### config.mk
export PLATFORM = sky130hd
export DESIGN_NAME = health_manager
export DESIGN_NICKNAME = d
export VERILOG_FILES = /design/src/rtl/health_pkg.sv /design/src/rtl/health_channel.sv /design/src/rtl/health_manager.sv
export SDC_FILE = /design/constraint.sdc
export NUM_CORES = 1
export LEC_CHECK = 0
export BUFFER_PORTS_ARGS = -buffer_cell sky130_fd_sc_hd__buf_4
export CORE_MARGIN = 10
export CORE_UTILIZATION = 54
export DETAILED_ROUTE_END_ITERATION = 8
export GPL_ROUTABILITY_DRIVEN = 0
export PLACE_DENSITY_LB_ADDON = 0.3
export REMOVE_ABC_BUFFERS = 1
export SLEW_MARGIN = 15
export SYNTH_ARGS = -nofsm -noshare
export SYNTH_HDL_FRONTEND = slang
export SYNTH_SLANG_ARGS = --single-unit
### constraint.sdc
create_clock -name vga_clk -period 2.35 [get_ports vga_clk]
set_input_delay 0.1175 -clock vga_clk [delete_from_list [all_inputs] [get_ports vga_clk]]
set_output_delay 0.1175 -clock vga_clk [all_outputs]
set_load 0.1 [all_outputs]
### src/rtl/health_pkg.sv
// Shared types and constants for the fighter health stage.
// Optional post-hit invulnerability is enabled with HEALTH_INVULN_EN.
package health_pkg;

    localparam int unsigned HEALTH_W           = 8;
    localparam int unsigned MAX_HEALTH_DEFAULT = 246;

    typedef logic [HEALTH_W-1:0] health_t;

    typedef enum logic [1:0] {
        StIdle   = 2'd0,
        StFight  = 2'd1,
        StKoHold = 2'd2,
        StDone   = 2'd3
    } state_e;

    typedef enum logic [1:0] {
        WinNone  = 2'b00,
        WinRyu   = 2'b01,
        WinAkuma = 2'b10,
        WinDraw  = 2'b11
    } winner_e;

    // Subtract damage, clamping at zero instead of wrapping.
    function automatic health_t sat_sub(input health_t a, input health_t b);
        return (b >= a) ? '0 : health_t'(a - b);
    endfunction

endpackage

### src/rtl/health_channel.sv
// One fighter's true health, frame-drained displayed health and, with
// HEALTH_INVULN_EN defined, a post-hit invulnerability frame counter.
module health_channel
    import health_pkg::*;
#(
    parameter int unsigned MAX_HEALTH    = MAX_HEALTH_DEFAULT,
    parameter int unsigned DRAIN_STEP    = 2
`ifdef HEALTH_INVULN_EN
    ,
    parameter int unsigned INVULN_FRAMES = 30
`endif
) (
    input  logic                clk_i,
    input  logic                rst_ni,
    input  logic                hit_i,
    input  logic [HEALTH_W-1:0] damage_i,
    input  logic                frame_tick_i,
    input  logic                enable_i,
    input  logic                reload_i,
    output logic [HEALTH_W-1:0] true_o,
    output logic [HEALTH_W-1:0] disp_o
);

    localparam health_t MaxH = health_t'(MAX_HEALTH);
    localparam health_t Step = health_t'(DRAIN_STEP);

    health_t true_q, true_d;
    health_t disp_q, disp_d;
    logic    hit_accept;

`ifdef HEALTH_INVULN_EN
    localparam int unsigned InvW = (INVULN_FRAMES == 0) ? 1 : $clog2(INVULN_FRAMES + 1);

    logic [InvW-1:0] inv_q, inv_d;

    assign hit_accept = enable_i && hit_i && (inv_q == '0);

    always_comb begin
        inv_d = inv_q;
        if (reload_i) begin
            inv_d = '0;
        end else if (hit_accept) begin
            inv_d = InvW'(INVULN_FRAMES);
        end else if (frame_tick_i && (inv_q != '0)) begin
            inv_d = inv_q - InvW'(1);
        end
    end

    always_ff @(posedge clk_i) begin
        if (!rst_ni) begin
            inv_q <= '0;
        end else begin
            inv_q <= inv_d;
        end
    end
`else
    assign hit_accept = enable_i && hit_i;
`endif

    // Drain compares against the registered (pre-hit) true value.
    always_comb begin
        true_d = true_q;
        disp_d = disp_q;
        if (reload_i) begin
            true_d = MaxH;
            disp_d = MaxH;
        end else begin
            if (hit_accept) begin
                true_d = sat_sub(true_q, damage_i);
            end
            if (frame_tick_i && (disp_q > true_q)) begin
                disp_d = (health_t'(disp_q - true_q) > Step) ? health_t'(disp_q - Step) : true_q;
            end
        end
    end

    always_ff @(posedge clk_i) begin
        if (!rst_ni) begin
            true_q <= MaxH;
            disp_q <= MaxH;
        end else begin
            true_q <= true_d;
            disp_q <= disp_d;
        end
    end

    assign true_o = true_q;
    assign disp_o = disp_q;

endmodule

### src/rtl/health_manager.sv
// Round FSM, KO hold counter and winner latch around two health channels.
// Define HEALTH_INVULN_EN to enable per-fighter post-hit invulnerability.
module health_manager
    import health_pkg::*;
#(
    parameter int unsigned MAX_HEALTH     = MAX_HEALTH_DEFAULT,
    parameter int unsigned DRAIN_STEP     = 2,
    parameter int unsigned KO_HOLD_FRAMES = 120
`ifdef HEALTH_INVULN_EN
    ,
    parameter int unsigned INVULN_FRAMES  = 30
`endif
) (
    input  logic                vga_clk,
    input  logic                Reset_n,
    input  logic                frame_tick,
    input  logic                round_start,
    input  logic                RyuHit,
    input  logic [HEALTH_W-1:0] RyuDamage,
    input  logic                AkumaHit,
    input  logic [HEALTH_W-1:0] AkumaDamage,
    output logic [HEALTH_W-1:0] RyuHealth,
    output logic [HEALTH_W-1:0] AkumaHealth,
    output logic                RyuKO,
    output logic                AkumaKO,
    output logic [1:0]          winner,
    output logic                round_over
);

    localparam int unsigned HoldW = (KO_HOLD_FRAMES == 0) ? 1 : $clog2(KO_HOLD_FRAMES + 1);

    state_e          state_q, state_d;
    logic [HoldW-1:0] hold_q, hold_d;
    winner_e         winner_q, winner_d;
    logic            ryu_ko_q, ryu_ko_d;
    logic            akuma_ko_q, akuma_ko_d;
    logic            round_over_q, round_over_d;

    health_t ryu_true, ryu_disp, akuma_true, akuma_disp;
    logic    hits_en, drain_tick, settled, ryu_zero, akuma_zero;

    assign hits_en    = (state_q == StFight);
    assign drain_tick = frame_tick && ((state_q == StFight) || (state_q == StKoHold));
    assign settled    = (ryu_disp == ryu_true) && (akuma_disp == akuma_true);
    assign ryu_zero   = (ryu_true == '0);
    assign akuma_zero = (akuma_true == '0);

    health_channel #(
        .MAX_HEALTH    (MAX_HEALTH),
        .DRAIN_STEP    (DRAIN_STEP)
`ifdef HEALTH_INVULN_EN
        ,
        .INVULN_FRAMES (INVULN_FRAMES)
`endif
    ) u_ryu (
        .clk_i        (vga_clk),
        .rst_ni       (Reset_n),
        .hit_i        (RyuHit),
        .damage_i     (RyuDamage),
        .frame_tick_i (drain_tick),
        .enable_i     (hits_en),
        .reload_i     (round_start),
        .true_o       (ryu_true),
        .disp_o       (ryu_disp)
    );

    health_channel #(
        .MAX_HEALTH    (MAX_HEALTH),
        .DRAIN_STEP    (DRAIN_STEP)
`ifdef HEALTH_INVULN_EN
        ,
        .INVULN_FRAMES (INVULN_FRAMES)
`endif
    ) u_akuma (
        .clk_i        (vga_clk),
        .rst_ni       (Reset_n),
        .hit_i        (AkumaHit),
        .damage_i     (AkumaDamage),
        .frame_tick_i (drain_tick),
        .enable_i     (hits_en),
        .reload_i     (round_start),
        .true_o       (akuma_true),
        .disp_o       (akuma_disp)
    );

    always_comb begin
        state_d    = state_q;
        hold_d     = hold_q;
        winner_d   = winner_q;
        ryu_ko_d   = ryu_zero;
        akuma_ko_d = akuma_zero;
        if (round_start) begin
            state_d    = StFight;
            hold_d     = '0;
            winner_d   = WinNone;
            ryu_ko_d   = 1'b0;
            akuma_ko_d = 1'b0;
        end else begin
            unique case (state_q)
                StIdle, StDone: ;
                StFight: begin
                    if (ryu_zero || akuma_zero) begin
                        state_d = StKoHold;
                        hold_d  = '0;
                        if (ryu_zero && akuma_zero) begin
                            winner_d = WinDraw;
                        end else if (akuma_zero) begin
                            winner_d = WinRyu;
                        end else begin
                            winner_d = WinAkuma;
                        end
                    end
                end
                StKoHold: begin
                    // Hold frames only count once both bars have caught up.
                    if (frame_tick && settled) begin
                        hold_d = hold_q + HoldW'(1);
                        if (hold_d == HoldW'(KO_HOLD_FRAMES)) begin
                            state_d = StDone;
                        end
                    end
                end
            endcase
        end
        round_over_d = (state_d == StDone);
    end

    always_ff @(posedge vga_clk) begin
        if (!Reset_n) begin
            state_q      <= StIdle;
            hold_q       <= '0;
            winner_q     <= WinNone;
            ryu_ko_q     <= 1'b0;
            akuma_ko_q   <= 1'b0;
            round_over_q <= 1'b0;
        end else begin
            state_q      <= state_d;
            hold_q       <= hold_d;
            winner_q     <= winner_d;
            ryu_ko_q     <= ryu_ko_d;
            akuma_ko_q   <= akuma_ko_d;
            round_over_q <= round_over_d;
        end
    end

    assign RyuHealth   = ryu_disp;
    assign AkumaHealth = akuma_disp;
    assign RyuKO       = ryu_ko_q;
    assign AkumaKO     = akuma_ko_q;
    assign winner      = winner_q;
    assign round_over  = round_over_q;

endmodule

# [Word-level counts from Yosys, hierarchy flattened]
# Index checks and enable logic that the tools add are counted.
[totals] out_inout_bits=21 inputBits=22 ff_bits=46 wordCells=62
[classes] bitwise_logic=1 addsub=7 n_mux=14 reduce_logical=16 n_lt_le_gt_ge=6 eq_ne=8
[ops] cell="$mux 8" count=4
[ops] cell="$sub 8x8->8" count=4
[ops] cell="$eq 8x8->1" count=2
[ops] cell="$ge 8x8->1" count=2
[ops] cell="$gt 8x2->1 const B" count=2
[ops] cell="$gt 8x8->1" count=2
[ops] cell="$logic_not 8->1" count=2
[ops] cell="$sub 8x2->8 const B" count=2
[ops] cell="$mux 7" count=2
[ops] cell="$pmux 7 s2" count=1
[ops] cell="$mux 2" count=6
[ops] cell="$logic_and 1x1->1" count=8
[ops] cell="$add 7x1->7 const B" count=1
[ops] cell="$eq 7x7->1 const B" count=1
[ops] cell="$eq 2x2->1 const B" count=2
[ops] cell="$pmux 2 s2" count=1
[ops] cell="$reduce_and 3->1" count=1
[ops] cell="$eq 2x1->1 const B" count=1
[ops] cell="$logic_or 1x1->1" count=2
[ops] cell="$ne 2x1->1 const B" count=1
[ops] cell="$ne 2x2->1 const B" count=1
[ops] cell="$reduce_and 2->1" count=1
[ops] cell="$reduce_bool 2->1" count=1
[ops] cell="$reduce_or 2->1" count=1
[ops] cell="$not 1->1" count=1

# [Depth between registers and ports, before layout]
# Gate-level depths: netlist (run 1).
[logic_depth] ltp_word=7 depth_mapped=11

# [Cells and area by module]
# A second synthesis (run 1) with hierarchy kept.
[unflattened] hier_cells=488 hier_area_um2=4053.9
[modules_own_cells] module="health_channel" area_per_inst_um2=1510.2 cells_each=182 seq_area_each_um2=320.3 instances=2
[modules_own_cells] module="health_manager" area_per_inst_um2=1033.5 cells_each=124 seq_area_each_um2=280.3 instances=1

# [Worst setup path after synthesis (run 1)]
# No wires, ideal clock.
[synth_path] path_kind="flip-flop to flip-flop" start="reg u_ryu.disp_q[0] (netlist: u_ryu.disp_o[0])" end="reg u_ryu.disp_q[7] (netlist: u_ryu.disp_o[7])" path_slack_ns=-0.712 path_stages_with_launch=11 setup_ns=0.087 arrival_time_ns=2.975 path_buffers=1 period_less_slack_ns=3.062 required_ns=2.263 path_cell_list="dfxtp_1 inv_1 ha_1 inv_1 fa_1 a22o_1 nor4_2 o2111ai_2 buf_2 o21a_1 o31ai_1"
[synth_between] elab_chain_len=3 elab_cells_between_ends=6 classes_between="add/sub: 2; order compare: 2; mux: 1; reduce/logical: 1"
[synth_lines] element="from (decl)" line_no="health_channel.sv:28" text="health_t disp_q, disp_d;"
[synth_lines] element="from (signal assigned)" line_no="health_channel.sv:80" text="disp_q <= MaxH;"
[synth_lines] element="from (signal assigned)" line_no="health_channel.sv:83" text="disp_q <= disp_d;"
[synth_lines] element="$sub 8x8->8" line_no="health_channel.sv:72" text="disp_d = (health_t'(disp_q - true_q) > Step) ? health_t'(disp_q - Step) : true_q;"
[synth_lines] element="$gt 8x2->1" line_no="health_channel.sv:72"
[synth_lines] element="$mux 8" line_no="health_channel.sv:72"
# Parallel ways exist; a longest one is shown, timed or not.
# A chain may end at the register's enable or synchronous reset.

# [Final worst setup path (run 1)]
[layout_path] start="reg u_akuma.disp_q[0] (netlist: u_akuma.disp_o[0])" end="reg u_akuma.disp_q[3] (netlist: u_akuma.disp_o[3])"
[layout_between] elab_chain_len=3 elab_cells_between_ends=6 classes_between="add/sub: 2; order compare: 2; mux: 1; reduce/logical: 1"
[layout_lines] element="from (decl)" line_no="health_channel.sv:28"
[layout_lines] element="from (signal assigned)" line_no="health_channel.sv:80"
[layout_lines] element="from (signal assigned)" line_no="health_channel.sv:83"
[layout_lines] element="$sub 8x8->8" line_no="health_channel.sv:72"
[layout_lines] element="$gt 8x2->1" line_no="health_channel.sv:72"
[layout_lines] element="$mux 8" line_no="health_channel.sv:72"
# Parallel ways exist; a longest one is shown, timed or not.

==> results of run 1 <==
[metal layers]
| layer | routed length (um) | up-vias | GRT usage |
|---|---|---|---|
| met3 | 554 | 26 | 0.0328 |
| met4 | 234 | 0 | 0.0616 |
| met2 | 5380 | 139 | 0.309 |
| met5 | 0 | - | 0 |
| met1 | 4890 | 1899 | 0.223 |
| li1 | - | 1951 | - |
[flip-flops by register name (all words and copies together) (netlist names)]
name and flops:
AkumaKO 1, RyuKO 1, hold_q 7, round_over 1, state_q 2, u_akuma.disp_o 8
u_akuma.true_o 8, u_ryu.disp_o 8, u_ryu.true_o 8, winner 2
[metrics by stage]
step / util / std cells / setup WS (ps) / TNS (ps) / hold slack [ps]
final: 0.731 / 670 / -111 / -362 / 43.4
after global routing: 0.731 / 670 / -169 / -1510 / 46.6
after CTS: 0.694 / 664 / -30.0 / -62.7 / 46.3
after detailed placement: 0.658 / 649 / -251 / -1680 / 360
after global placement: 0.658 / 649 / -128 / -786 / 347
after floorplan: - / 467 / -885 / -12550 / 246
[power by group]
group	internal [mW]	switching (mW)	total, mW	leakage (nW)
Clock	0.238	0.271	0.509	0.0482
Sequential	0.788	0.00710	0.795	0.375
Combinational	0.295	0.362	0.657	1.79
Total	1.32	0.640	1.96	2.21
[cells in the final DEF (no fill, tap or decap), drive strengths merged, types with 6 or more instances in the layout]
master	instances
o211ai	7
xor2	7
buf	98
o21a	13
a21o	9
clkbuf	7
nor2b	7
nor3	18
o31ai	8
nor4	10
nand3	13
dfxtp	46
nand2	25
and3	13
inv	55
ha	38
nand4	10
or3	6
nand2b	9
o21ai	31
a21oi	35
nor2	33
[worst max path at each step]
stage | slack [ps] | startpoint | cells past startpoint | endpoint
floorplan | -890 | u_ryu.disp_o[0] | 10 | u_ryu.disp_o[4]
global placement | -130 | u_akuma.disp_o[0] | 11 | u_akuma.disp_o[5]
detailed placement | -250 | u_akuma.disp_o[0] | 11 | u_akuma.disp_o[4]
CTS | -30 | u_akuma.disp_o[0] | 10 | u_akuma.disp_o[1]
global route | -170 | u_akuma.true_o[2] | 9 | u_akuma.disp_o[4]
finish | -110 | u_akuma.disp_o[0] | 10 | u_akuma.disp_o[3]
[cell families (layout without fill, tap and decap cells)]
| family | after synthesis | in the layout | synth area share |
|---|---|---|---|
| AND/OR/NAND/NOR | 157 | 157 | 0.223 |
| AO/OA/AOI/OAI | 151 | 152 | 0.276 |
| buffers and inverters | 71 | 161 | 0.0744 |
| flip-flops | 46 | 46 | 0.242 |
| adder cells (fa/ha/maj) | 42 | 42 | 0.146 |
| XOR/XNOR | 12 | 12 | 0.0276 |
| multiplexers | 4 | 4 | 0.0105 |
[final cells by class]
class | count | area, um^2 | share of cell area
multi-input cells | 367 | 2900 | 0.580
clock inverters | 1 | 5.00 | 0.00100
flip-flops and latches | 46 | 931 | 0.186
well taps | 96 | 120 | 0.0241
repair buffers | 98 | 748 | 0.150
clock buffers | 7 | 86.3 | 0.0173
inverters | 55 | 206 | 0.0413
[what timing repair did]
action,in CTS,in global routing
setup endpoints to repair,23,38
gates resized for setup,24,49
cloned,1,1
buffers inserted,6,5
pin swaps,17,26
==> flow_summary_export.csv, run 1 <==
group,metric,value,unit
cts,hold_buffers,0,
routing,wl_per_cell,16.5,um
setup_path,crit_fanout,5,
routing,dr.pass1.iters,5,
global_routing,grt_pass1_wl,17.1,mm
global_routing,track_usage,0.181,
synthesis,syn-instance-count,483,
routing,drt_iter0_drc,257,
setup_path,worstPathCellList,"inv_2, ha_4, inv_2, fa_2, and3_4, or4_4, a21oi_4, o211ai_4, o31a_1, a21oi_1",
power,p_leak,2.21,nW
final_layout,final_area,4990,um^2
synthesis,synth.top_cells.by_area,"dfxtp_1, ha_1, inv_1, a21oi_1, o21ai_0",
synthesis,ys_ff_latch,46,
cts,cts.sinks,46,
setup_path,r2r-start,"u_akuma.disp_o[0]",
routing,vias_per_cell,5.99,
power,finalPower,1.96,mW
setup_path,cp_num_buf_inv,2,
cts,root_buffer,"clkbuf_8",
sta,rsz0062_at_grt,"true",
cts,cts_tree,"done",
placement,io_buffers,42,
global_routing,antenna_found_initial,0,
sta,post-route-period-util,1.05,
outcome,status,"finished, violations left",
setup_path,crit_top_cell,"inv_2",
setup_path,endpoint_kind,"flop",
synthesis,yosysMostFrequentCell,"inv_1",
routing,vias,4015,
floorplan,num_rows,30,
synthesis,yosys_warnings,0,
setup_path,critPathTopFamily,"compound AO/OA/AOI/OAI gates",
routing,ant_nets,0,
setup_path,critPathLaunchType,"flop",
sta,max_freq,406,MHz
sta,hold_viol,0,
sta,fin_worst_skew,5.73,ps
setup_path,reg2reg_slack,-110,ps
synthesis,avgSynthCellArea,7.87,um^2
min_path,worstHoldStart,"Reset_n",
min_path,min_path_cells,2,
final_layout,antennaDiodeCount,0,
power,powerDensity,393,nW/um^2
sta,tightest_slew,563,ps
routing,drc,0,
setup_path,critPathKind,"reg -> reg",
floorplan,die_area,10800,um^2
setup_path,critPathSlowestCell,"or4_4",
synthesis,synth_cell_types,69,
cts,htreeDepth,2,
sta,maxSlewViolCount,0,
floorplan,start_util,0.557,
min_path,whs_endpoint,"state_q[0]",
final_layout,syn_to_final_growth,31.3,%
setup_path,r2r-end,"u_akuma.disp_o[3]",
setup_path,arrival,2690,ps
min_path,min_path_type,"in -> reg",
setup_path,critPathRequiredTime,2580,ps
placement,placed_cell_area,4490,um^2
sta,slew-limit-headroom,0.623,
synthesis,synth_common_cells,"inv_1, dfxtp_1, ha_1",
sta,layout_setup_ws,-111,ps
placement,dp_hpwl,7.73,mm
routing,wl,11.1,mm
final_layout,n_fill_cell,520,
final_layout,drive_gt1_frac,0.307,
synthesis,ys_async_sr_fraction,0,
cts,clk_latency,310,ps
synthesis,synth_edf_count,0,
sta,finalSetupViolations,7,
floorplan,die_h,104,um
synthesis,ys.flop_type,"dfxtp_1",
setup_path,reg2reg_depth,10,
final_layout,nets,637,
global_routing,grt_max_degree,33,
synthesis,ys_seq_area_frac,0.242,
job,cap_viol_max_count,0,
cts,cts_made_buffers,5,
sta,fin_crit,2460,ps
synthesis,syn_area,3800,um^2
global_routing,gr-total-overflow,0,
outcome,violations,"setup timing",
floorplan,core,6830,um^2
synthesis,synth_top_area_cell,"dfxtp_1",
cts,clk_pin_slew,80,ps
floorplan,io_pins,43,
synthesis,synth_top_area_frac,0.242,
floorplan,die_w,104,um
power,ir_drop,199,uV
setup_path,cpPeakStageDelay,500,ps
global_routing,grt_pass1_vias,3848,
cts,clock_path_buffers,2,
No activity file was read; power rests on OpenSTA's default activity.
==> inputs of run 2 (changes only) <==
--- a/config.mk
+++ b/config.mk
@@ -6,8 +6,10 @@
 export NUM_CORES = 1
 export LEC_CHECK = 0
 export BUFFER_PORTS_ARGS = -buffer_cell sky130_fd_sc_hd__buf_4
+export CAP_MARGIN = 25
 export CORE_MARGIN = 10
-export CORE_UTILIZATION = 54
+export CORE_UTILIZATION = 60
+export CTS_CLUSTER_SIZE = 14
 export DETAILED_ROUTE_END_ITERATION = 8
 export GPL_ROUTABILITY_DRIVEN = 0
 export PLACE_DENSITY_LB_ADDON = 0.3
==> constraint.sdc (replaced) <==
create_clock -name vga_clk -period 3.1 [get_ports vga_clk]
set_input_delay 0.155 -clock vga_clk [delete_from_list [all_inputs] [get_ports vga_clk]]
set_output_delay 0.155 -clock vga_clk [all_outputs]
set_load 0.1 [all_outputs]
==> flow_summary_export.csv, run 2 (synthesized netlist as in run 1, its figures left out) <==
group,metric,value,unit
setup_path,cpPeakStageDelay,430,ps
sta,rsz0062_at_grt,"false",
sta,max_freq,374,MHz
final_layout,final_cell_mix,"inv_1, dfxtp_1, buf_4, ha_1, a21oi_1",
setup_path,crit_fanout,15,
floorplan,num_rows,28,
cts,cts_tree,"done",
placement,io_buffers,42,
setup_path,r2r-start,"u_ryu.disp_o[0]",
setup_path,crit_start,"u_ryu.disp_o[0]",
global_routing,grt_pass1_vias,3513,
sta,fin_worst_skew,6.65,ps
sta,maxSlewViolCount,0,
global_routing,grt_pass1_wl,16.0,mm
setup_path,worstPathCellList,"inv_1, ha_1, inv_1, fa_1, a22o_1, nor4_2, o2111ai_2, and3_1, o31ai_1",
setup_path,cp-endpoint,"u_ryu.disp_o[1]",
setup_path,reg2reg_depth,9,
sta,tightest_slew,1040,ps
cts,htreeDepth,2,
job,cap_viol_max_count,0,
global_routing,grt_max_degree,24,
setup_path,reg2reg_slack,430,ps
cts,post-cts-setup-buffers,0,
setup_path,arrival,2900,ps
setup_path,critPathLaunchType,"flop",
global_routing,track_usage,0.186,
placement,placed_cell_area,4160,um^2
global_routing,antenna_found_initial,0,
floorplan,die_area,9920,um^2
power,finalPower,1.41,mW
final_layout,fin_util,0.708,
outcome,status,"finished clean",
sta,post-route-period-util,0.861,
routing,vias,3744,
sta,slew-limit-headroom,0.306,
cts,cts_made_buffers,5,
setup_path,cp_num_buf_inv,2,
setup_path,critPathSlowestCell,"o2111ai_2",
setup_path,endpoint_kind,"flop",
sta,finalSetupViolations,0,
floorplan,start_util,0.631,
final_layout,syn_to_final_growth,12.2,%
cts,root_buffer,"clkbuf_8",
routing,wl,9.40,mm
sta,tns,0,ps
routing,drc,0,
setup_path,path_depth,9,
setup_path,critPathTopFamily,"compound AO/OA/AOI/OAI gates",
global_routing,gr-total-overflow,0,
final_layout,antennaDiodeCount,0,
sta,layout_setup_ws,430,ps
routing,dr.pass1.iters,5,
power,powerDensity,331,nW/um^2
floorplan,core,6030,um^2
final_layout,nets,583,
floorplan,die_h,99.6,um
routing,wl_per_cell,15.8,um
setup_path,r2r-end,"u_ryu.disp_o[1]",
routing,drt_iter0_drc,207,
placement,dp_slack,458,ps
floorplan,io_pins,43,
placement,dp_hpwl,7.29,mm
final_layout,n_fill_cell,508,
cts,clock_path_buffers,2,
cts,cts.sinks,46,
cts,clk_pin_slew,90,ps
sta,hold_viol,0,
final_layout,final_area,4270,um^2
floorplan,die_w,99.6,um
final_layout,drive_gt1_frac,0.135,
routing,ant_nets,0,
power,p_leak,1.95,nW
cts,cts_resized,0,
min_path,min_path_type,"in -> reg",
setup_path,critPathKind,"reg -> reg",
sta,fin_crit,2670,ps
setup_path,crit_top_cell,"inv_1",
final_layout,final_common_cell,"inv_1",
power,ir_drop,292,uV
cts,hold_buffers,0,
routing,vias_per_cell,6.29,
cts,clk_latency,300,ps
setup_path,critPathRequiredTime,3330,ps
[run 2: layer usage]
| layer | routed length (um) | vias up | track usage |
|---|---|---|---|
| met2 | 4510 | 128 | 0.311 |
| met4 | 114 | 0 | 0.0617 |
| met1 | 4310 | 1765 | 0.239 |
| met3 | 467 | 11 | 0.0270 |
| met5 | 0 | - | 0 |
| li1 | - | 1840 | - |
[run 2: cell type report]
class                           count  area (um^2)  share of cell area
Tap cell                           75         93.8              0.0220
Clock inverter                      2         37.5             0.00880
Inverter                           55          206              0.0484
Timing Repair Buffer               45          338              0.0792
Sequential cell                    46          921               0.216
Multi-Input combinational cell    366         2600               0.609
Clock buffer                        6         72.6              0.0170
[run 2: stage by stage]
stage          hold WS, ps  std cells
2_1_floorplan          283        467
4_1_cts               91.3        595
3_3_place_gp           383        587
6_report              93.2        595
3_5_place_dp           404        587
5_1_grt                134        595
[run 2: worst min path at each step]
stage,from,end,slack [ps],depth (start not counted)
detailed placement,Reset_n,state_q[0],400,2
global placement,Reset_n,state_q[0],380,2
finish,Reset_n,state_q[0],90,2
CTS,Reset_n,state_q[0],90,2
floorplan,Reset_n,state_q[0],280,1
global route,Reset_n,state_q[0],130,2
[run 2: power by group]
part	internal, mW	leakage (nW)	total, mW	switching, mW
sequential	0.598	0.373	0.608	0.0105
clock	0.241	0.0514	0.455	0.215
combinational	0.139	1.53	0.349	0.210
